===== src/rtl/simplerisc_pkg.sv =====
// SimpleRISC shared definitions: opcodes, ALU controls, branch codes,
// immediate modifiers and the decoded bundle.
package simplerisc_pkg;

  localparam int XLEN = 32;
  localparam int OPW  = 5;
  localparam int ALUW = 5;
  localparam int REGW = 4;
  localparam int BRW  = 3;

  localparam logic [OPW-1:0] OP_ADD  = 5'b00000;
  localparam logic [OPW-1:0] OP_SUB  = 5'b00001;
  localparam logic [OPW-1:0] OP_MUL  = 5'b00010;
  localparam logic [OPW-1:0] OP_DIV  = 5'b00011;
  localparam logic [OPW-1:0] OP_MOD  = 5'b00100;
  localparam logic [OPW-1:0] OP_CMP  = 5'b00101;
  localparam logic [OPW-1:0] OP_AND  = 5'b00110;
  localparam logic [OPW-1:0] OP_OR   = 5'b00111;
  localparam logic [OPW-1:0] OP_NOT  = 5'b01000;
  localparam logic [OPW-1:0] OP_MOV  = 5'b01001;
  localparam logic [OPW-1:0] OP_LSL  = 5'b01010;
  localparam logic [OPW-1:0] OP_LSR  = 5'b01011;
  localparam logic [OPW-1:0] OP_ASR  = 5'b01100;
  localparam logic [OPW-1:0] OP_NOP  = 5'b01101;
  localparam logic [OPW-1:0] OP_LD   = 5'b01110;
  localparam logic [OPW-1:0] OP_ST   = 5'b01111;
  localparam logic [OPW-1:0] OP_BEQ  = 5'b10000;
  localparam logic [OPW-1:0] OP_BGT  = 5'b10001;
  localparam logic [OPW-1:0] OP_B    = 5'b10010;
  localparam logic [OPW-1:0] OP_CALL = 5'b10011;
  localparam logic [OPW-1:0] OP_RET  = 5'b10100;

  localparam logic [ALUW-1:0] ALU_ADD = 5'b00000;
  localparam logic [ALUW-1:0] ALU_SUB = 5'b00001;
  localparam logic [ALUW-1:0] ALU_MUL = 5'b00010;
  localparam logic [ALUW-1:0] ALU_DIV = 5'b00011;
  localparam logic [ALUW-1:0] ALU_MOD = 5'b00100;
  localparam logic [ALUW-1:0] ALU_CMP = 5'b00101;
  localparam logic [ALUW-1:0] ALU_AND = 5'b00110;
  localparam logic [ALUW-1:0] ALU_OR  = 5'b00111;
  localparam logic [ALUW-1:0] ALU_NOT = 5'b01000;
  localparam logic [ALUW-1:0] ALU_LSL = 5'b01001;
  localparam logic [ALUW-1:0] ALU_LSR = 5'b01010;
  localparam logic [ALUW-1:0] ALU_ASR = 5'b01011;

  localparam logic [BRW-1:0] BR_NONE = 3'd0;
  localparam logic [BRW-1:0] BR_BEQ  = 3'd1;
  localparam logic [BRW-1:0] BR_BGT  = 3'd2;
  localparam logic [BRW-1:0] BR_B    = 3'd3;
  localparam logic [BRW-1:0] BR_CALL = 3'd4;
  localparam logic [BRW-1:0] BR_RET  = 3'd5;

  localparam logic [1:0] MOD_SEXT = 2'b00;
  localparam logic [1:0] MOD_ZEXT = 2'b01;
  localparam logic [1:0] MOD_HIGH = 2'b10;

  typedef struct packed {
    logic [ALUW-1:0] alu_control;
    logic [REGW-1:0] rd;
    logic [REGW-1:0] rs1;
    logic [REGW-1:0] rs2;
    logic            is_imm;
    logic [XLEN-1:0] imm_val;
    logic            a_zero;
    logic            wb_en;
    logic            mem_rd;
    logic            mem_wr;
    logic [BRW-1:0]  br_type;
    logic [XLEN-1:0] br_offset;
    logic            illegal;
  } dec_t;

  // Modifier 11 is unassigned and behaves like plain sign extension.
  function automatic logic [XLEN-1:0] ext_imm(
    input logic [1:0]  m,
    input logic [15:0] v
  );
    unique case (m)
      MOD_ZEXT: ext_imm = {16'h0, v};
      MOD_HIGH: ext_imm = {v, 16'h0};
      default:  ext_imm = {{16{v[15]}}, v};
    endcase
  endfunction

endpackage


===== src/rtl/simplerisc_decode_comb.sv =====
// Combinational SimpleRISC decoder: one instruction word to one
// decoded bundle.
module simplerisc_decode_comb
  import simplerisc_pkg::*;
#(
  parameter logic [REGW-1:0] RA_REG   = 4'd15,
  parameter int              BR_SHIFT = 2
) (
  input  logic [XLEN-1:0] inst,
  output dec_t            dec
);

  logic [OPW-1:0]  op;
  logic [XLEN-1:0] off_sx;
  logic            use_imm;

  assign op     = inst[31:27];
  assign off_sx = {{(XLEN-27){inst[26]}}, inst[26:0]};

  always_comb begin
    dec           = '0;
    use_imm       = 1'b0;
    dec.rd        = inst[25:22];
    dec.rs1       = inst[21:18];
    dec.rs2       = inst[17:14];
    dec.br_offset = off_sx << BR_SHIFT;
    unique case (op)
      OP_ADD, OP_SUB, OP_MUL, OP_DIV, OP_MOD,
      OP_AND, OP_OR, OP_NOT: begin
        dec.alu_control = op;
        dec.wb_en       = 1'b1;
        use_imm         = 1'b1;
      end
      OP_CMP: begin
        dec.alu_control = ALU_CMP;
        use_imm         = 1'b1;
      end
      OP_MOV: begin
        dec.alu_control = ALU_ADD;
        dec.a_zero      = 1'b1;
        dec.wb_en       = 1'b1;
        use_imm         = 1'b1;
      end
      OP_LSL, OP_LSR, OP_ASR: begin
        dec.alu_control = op - 5'd1;
        dec.wb_en       = 1'b1;
        use_imm         = 1'b1;
      end
      OP_NOP: ;
      OP_LD: begin
        dec.wb_en  = 1'b1;
        dec.mem_rd = 1'b1;
        use_imm    = 1'b1;
      end
      OP_ST: begin
        dec.rs2    = inst[25:22];
        dec.mem_wr = 1'b1;
        use_imm    = 1'b1;
      end
      OP_BEQ: dec.br_type = BR_BEQ;
      OP_BGT: dec.br_type = BR_BGT;
      OP_B:   dec.br_type = BR_B;
      OP_CALL: begin
        dec.br_type = BR_CALL;
        dec.rd      = RA_REG;
        dec.wb_en   = 1'b1;
      end
      OP_RET: begin
        dec.br_type = BR_RET;
        dec.rs1     = RA_REG;
      end
      default: dec.illegal = 1'b1;
    endcase
    if (use_imm && inst[26]) begin
      dec.is_imm  = 1'b1;
      dec.imm_val = ext_imm(inst[17:16], inst[15:0]);
    end
  end

endmodule


===== src/rtl/simplerisc_decode_stage.sv =====
// Decode pipeline stage: registered output slot plus a one-entry skid
// so the upstream ready is a flop and throughput stays at one per cycle.
module simplerisc_decode_stage
  import simplerisc_pkg::*;
#(
  parameter logic [REGW-1:0] RA_REG   = 4'd15,
  parameter int              BR_SHIFT = 2
) (
  input  logic             clk,
  input  logic             rst,
  input  logic             inst_valid,
  input  logic [XLEN-1:0]  inst,
  output logic             inst_ready,
  output logic             dec_valid,
  input  logic             dec_ready,
  output logic [ALUW-1:0]  alu_control,
  output logic [REGW-1:0]  rd,
  output logic [REGW-1:0]  rs1,
  output logic [REGW-1:0]  rs2,
  output logic             is_imm,
  output logic [XLEN-1:0]  imm_val,
  output logic             a_zero,
  output logic             wb_en,
  output logic             mem_rd,
  output logic             mem_wr,
  output logic [BRW-1:0]   br_type,
  output logic [XLEN-1:0]  br_offset,
  output logic             illegal
);

  dec_t dec_new;
  dec_t out_q, out_d;
  dec_t skid_q, skid_d;
  logic valid_q, valid_d;
  logic skid_full_q, skid_full_d;
  logic accept, slot_free;

  simplerisc_decode_comb #(
    .RA_REG   (RA_REG),
    .BR_SHIFT (BR_SHIFT)
  ) u_comb (
    .inst (inst),
    .dec  (dec_new)
  );

  assign inst_ready = ~skid_full_q;
  assign accept     = inst_valid & inst_ready;
  assign slot_free  = ~valid_q | dec_ready;

  // A full skid blocks accepts, so it never refills while it drains.
  always_comb begin
    out_d       = out_q;
    valid_d     = valid_q;
    skid_d      = skid_q;
    skid_full_d = skid_full_q;
    if (slot_free) begin
      if (skid_full_q) begin
        out_d       = skid_q;
        valid_d     = 1'b1;
        skid_full_d = 1'b0;
      end else if (accept) begin
        out_d   = dec_new;
        valid_d = 1'b1;
      end else begin
        valid_d = 1'b0;
      end
    end else if (accept) begin
      skid_d      = dec_new;
      skid_full_d = 1'b1;
    end
  end

  always_ff @(posedge clk) begin
    if (rst) begin
      out_q       <= '0;
      skid_q      <= '0;
      valid_q     <= 1'b0;
      skid_full_q <= 1'b0;
    end else begin
      out_q       <= out_d;
      skid_q      <= skid_d;
      valid_q     <= valid_d;
      skid_full_q <= skid_full_d;
    end
  end

  assign dec_valid   = valid_q;
  assign alu_control = out_q.alu_control;
  assign rd          = out_q.rd;
  assign rs1         = out_q.rs1;
  assign rs2         = out_q.rs2;
  assign is_imm      = out_q.is_imm;
  assign imm_val     = out_q.imm_val;
  assign a_zero      = out_q.a_zero;
  assign wb_en       = out_q.wb_en;
  assign mem_rd      = out_q.mem_rd;
  assign mem_wr      = out_q.mem_wr;
  assign br_type     = out_q.br_type;
  assign br_offset   = out_q.br_offset;
  assign illegal     = out_q.illegal;

endmodule


===== config.mk =====
export PLATFORM = sky130hd
export DESIGN_NAME = simplerisc_decode_stage
export DESIGN_NICKNAME = d
export VERILOG_FILES = /design/src/rtl/simplerisc_pkg.sv /design/src/rtl/simplerisc_decode_comb.sv /design/src/rtl/simplerisc_decode_stage.sv
export SDC_FILE = /design/constraint.sdc
export NUM_CORES = 1
export LEC_CHECK = 0
export BUFFER_PORTS_ARGS = -buffer_cell sky130_fd_sc_hd__buf_4
export CAP_MARGIN = 20
export CORE_MARGIN = 5
export CORE_UTILIZATION = 58
export DETAILED_ROUTE_END_ITERATION = 16
export PLACE_DENSITY = 0.79
export SLEW_MARGIN = 20
export SYNTH_ARGS = -nofsm -noshare
export SYNTH_HDL_FRONTEND = slang
export SYNTH_HIERARCHICAL = 1
export SYNTH_SLANG_ARGS = --single-unit

===== constraint.sdc =====
create_clock -name clk -period 2.41 [get_ports clk]
set_clock_uncertainty 0.1 [all_clocks]
set_input_delay 0.1205 -clock clk [delete_from_list [all_inputs] [get_ports clk]]
set_output_delay 0.1205 -clock clk [all_outputs]
set_load 0.01 [all_outputs]

==> out/qor.txt <==
deepest clock path buffer count -> 2
Worst Min Path Start -> inst[30]
gate count after technology mapping -> 977
CTS buffer count -> 17
final slew viol count -> 0
count of antenna-violating nets left after detailed routing -> 0
worst setup slack after layout -> 247 ps
first-pass GRT wire length -> 36100 um
nets@finish -> 1091
hold crit path type -> in2reg
final setup violating endpoints -> 0
arrival time at the worst endpoint -> 2430 ps
Synth Area per Inst -> 9.09 um^2
number of global-route vias before repair -> 6934
clk sink count -> 182
R2R Path End -> skid_q[20]$_SDFFE_PP0P_
reported leakage power -> 0.00367 uW
Syn. warnings -> 6
final global-route overflow total -> 0
worst reg2reg path startpoint -> skid_full_q$_SDFFE_PP0P_
transition time at the pin with the least slew margin -> 1070 ps
Required @ worst endpoint -> 2680 ps
distinct cell type count of the synthesized netlist -> 42
Clk Tree Root Cell -> clkbuf_16
sequential-to-total area share from yosys stat -> 41.0%
1st-pass router iterations -> 5
wire length after detailed routing -> 22500 um
worst hold path depth -> 4
fraction of registers with async set/reset -> 0%
register bit count reported by yosys -> 182
count of boundary I/O pins -> 128
Min-Delay Endpoint -> skid_q[87]$_SDFFE_PP0P_
result of the run -> finished, final reports clean
buffer count from post-CTS setup fixing -> 0
top flip-flop cell by instance count after synthesis -> dfxtp_1
crit path kind -> reg2reg
estimated wirelength of the detail-placed design -> 13200 um
Fin Setup TNS -> 0 ps
endpoints failing hold -> 0
drt drc -> 0
final hold slack -> 36.2 ps
Pwr Density -> 674 nW/um^2
slowest library cell on the worst path -> dlygate4sd3_1
count of max-cap constraint violations -> 0
H-tree Lvls -> 4
CTS tree -> done
Horiz. Die Dim -> 134 um
most frequent cells in the layout -> a21oi_1 (200), nand2_1 (185), dfxtp_1 (181), buf_4 (135), mux2i_1 (91)
worst-skew pair later-pin latency -> 430 ps
ratio of cells with drive above 1 in the final layout -> 27.5%
Max VDD drop -> 493 uV
maximum number of pins on one net before global-route repair -> 93
pre-CTS setup slack -> 71.6 ps
post-route total power -> 7050 uW
critical path endpoint category -> flop
signed area change from the synthesized netlist to the final layout -> 17.9%
placeable core region -> 15100 um^2
Critical Path Source Type -> flop
register-to-register setup slack -> 250 ps
clock-pin slew on the worst setup and hold paths -> 70 ps
number of placement rows -> 45
most frequent standard cell in the layout excluding fill and tap cells -> a21oi_1
final worst-path cycle share -> 89.7%
post-synthesis cell area -> 8880 um^2
ant diodes -> 0
Iter 0 DRT Violations -> 737
peak per-stage delay on the critical path -> 570 ps
unrepaired setup endpoints after global routing -> false
GRT Util Overall -> 24.7%
last weighted congestion value of the routability-driven placer -> 0.847
die area -> 17900 um^2
drt via density -> 5.86
final routed wire length divided by cell count -> 18.0 um
effective utilization at floorplan -> 58.9%
number of antenna violations at the first check in global routing -> 0
CP Cell Sequence -> nand4bb_4, buf_6, nand2_1, a21oi_1, dlygate4sd3_1
number of synthesized flops with an enable pin -> 0
routed via count -> 7314
Port Buffers -> 127
minimum clock period -> 2160 ps
crit path max fanout -> 90
die outline height -> 134 um
worst reg-to-reg path cell count -> 5
f_max -> 462 MHz
worst slew margin relative to its limit -> 28.7%
## layout make-up
class,instances,area [um^2]
fillers,1191,4620
inverters,8,30.0
multi-input cells,665,4530
well taps,188,235
flip-flops and latches,182,3650
repair buffers,174,1470
clock buffers,21,460
clock inverters,11,100
## metrics by stage
stage	cell area (um^2)	utilization, %	instances
floorplan	8890	-	979
global placement	9600	63.6	1186
detailed placement	9600	63.6	1186
CTS	10500	69.4	1249
global route	10500	69.4	1249
finish	10500	69.4	1249
## routing by layer
| layer | routed length [um] | global-route usage, % | vias to the layer above |
|---|---|---|---|
| li1 | - | - | 3505 |
| met4 | 396 | 8.23 | 0 |
| met3 | 1440 | 3.74 | 31 |
| met5 | 0 | 0 | - |
| met2 | 10500 | 39.2 | 225 |
| met1 | 10100 | 34.5 | 3553 |
## worst max-delay path, delay by kind of cell, from the launching register on
family          cells  cell delay, ps
compound gates      1             160
buf+inv             2            1090
simple gates        2             260
flops               1             400
## cells by family (layout without fill, tap and decap cells)
kind of cell | Yosys count | in the layout | share of synthesized area, %
buf+inv | 132 | 214 | 8.51
fa+ha+maj | 7 | 7 | 0.986
mux | 95 | 95 | 10.8
simple gates | 261 | 261 | 13.6
flops | 182 | 182 | 41.0
compound gates | 298 | 298 | 24.9
other cells | 1 | 3 | 0.0422
xor+xnor | 1 | 1 | 0.0986
## timing repair
item	in CTS	in global routing
endpoints found under the setup margin	0	2
hold buffers	31	0
endpoints found under the hold margin	60	0
resized for setup	0	1
## state kept, by name, indices dropped and copies added (netlist names), 3 cells and up
| register | flops |
|---|---|
| skid_q | 90 |
| rs1 | 4 |
| rd | 4 |
| br_offset | 32 |
| alu_control | 5 |
| br_type | 3 |
| rs2 | 4 |
| imm_val | 32 |
## power breakdown
part | total [uW] | switching (uW) | internal [uW]
clock network | 2660 | 1180 | 1480
registers | 3240 | 89.7 | 3150
logic | 1150 | 654 | 493
total | 7050 | 1930 | 5120
## synth_stat cells (2+ instances only)
cell type    n  share of area, %
inv_1        8              0.34
mux2i_1     91                10
a211oi_2    90                13
clkbuf_1    51               2.2
nor3b_2     13               1.8
buf_4       33               2.8
mux2_2       4              0.51
nor2b_1      2              0.14
nor2_1      28               1.2
nand2b_1    12              0.85
buf_6       14               1.8
nor3b_1      3              0.25
buf_2       25               1.4
ha_1         7              0.99
nor3_2       2              0.23
nand2_1    185               7.8
dfxtp_1    182                41
a21oi_1    200                11
o21ai_0      2              0.11
nor3_1       3              0.17
## worst max-delay path by stage
stage,startpoint,end,slack [ps],cells after the start
floorplan,inst[27],imm_val[10]$_SDFFE_PP0P_,360,9
global placement,inst[27],imm_val[1]$_SDFFE_PP0P_,160,10
detailed placement,inst[27],imm_val[0]$_SDFFE_PP0P_,70,10
CTS,skid_full_q$_SDFFE_PP0P_,skid_q[27]$_SDFFE_PP0P_,90,5
global route,dec_valid$_SDFFE_PP0P_,skid_q[20]$_SDFFE_PP0P_,120,5
finish,skid_full_q$_SDFFE_PP0P_,skid_q[20]$_SDFFE_PP0P_,250,5
Note: power is estimated with default switching activity, not from simulation.
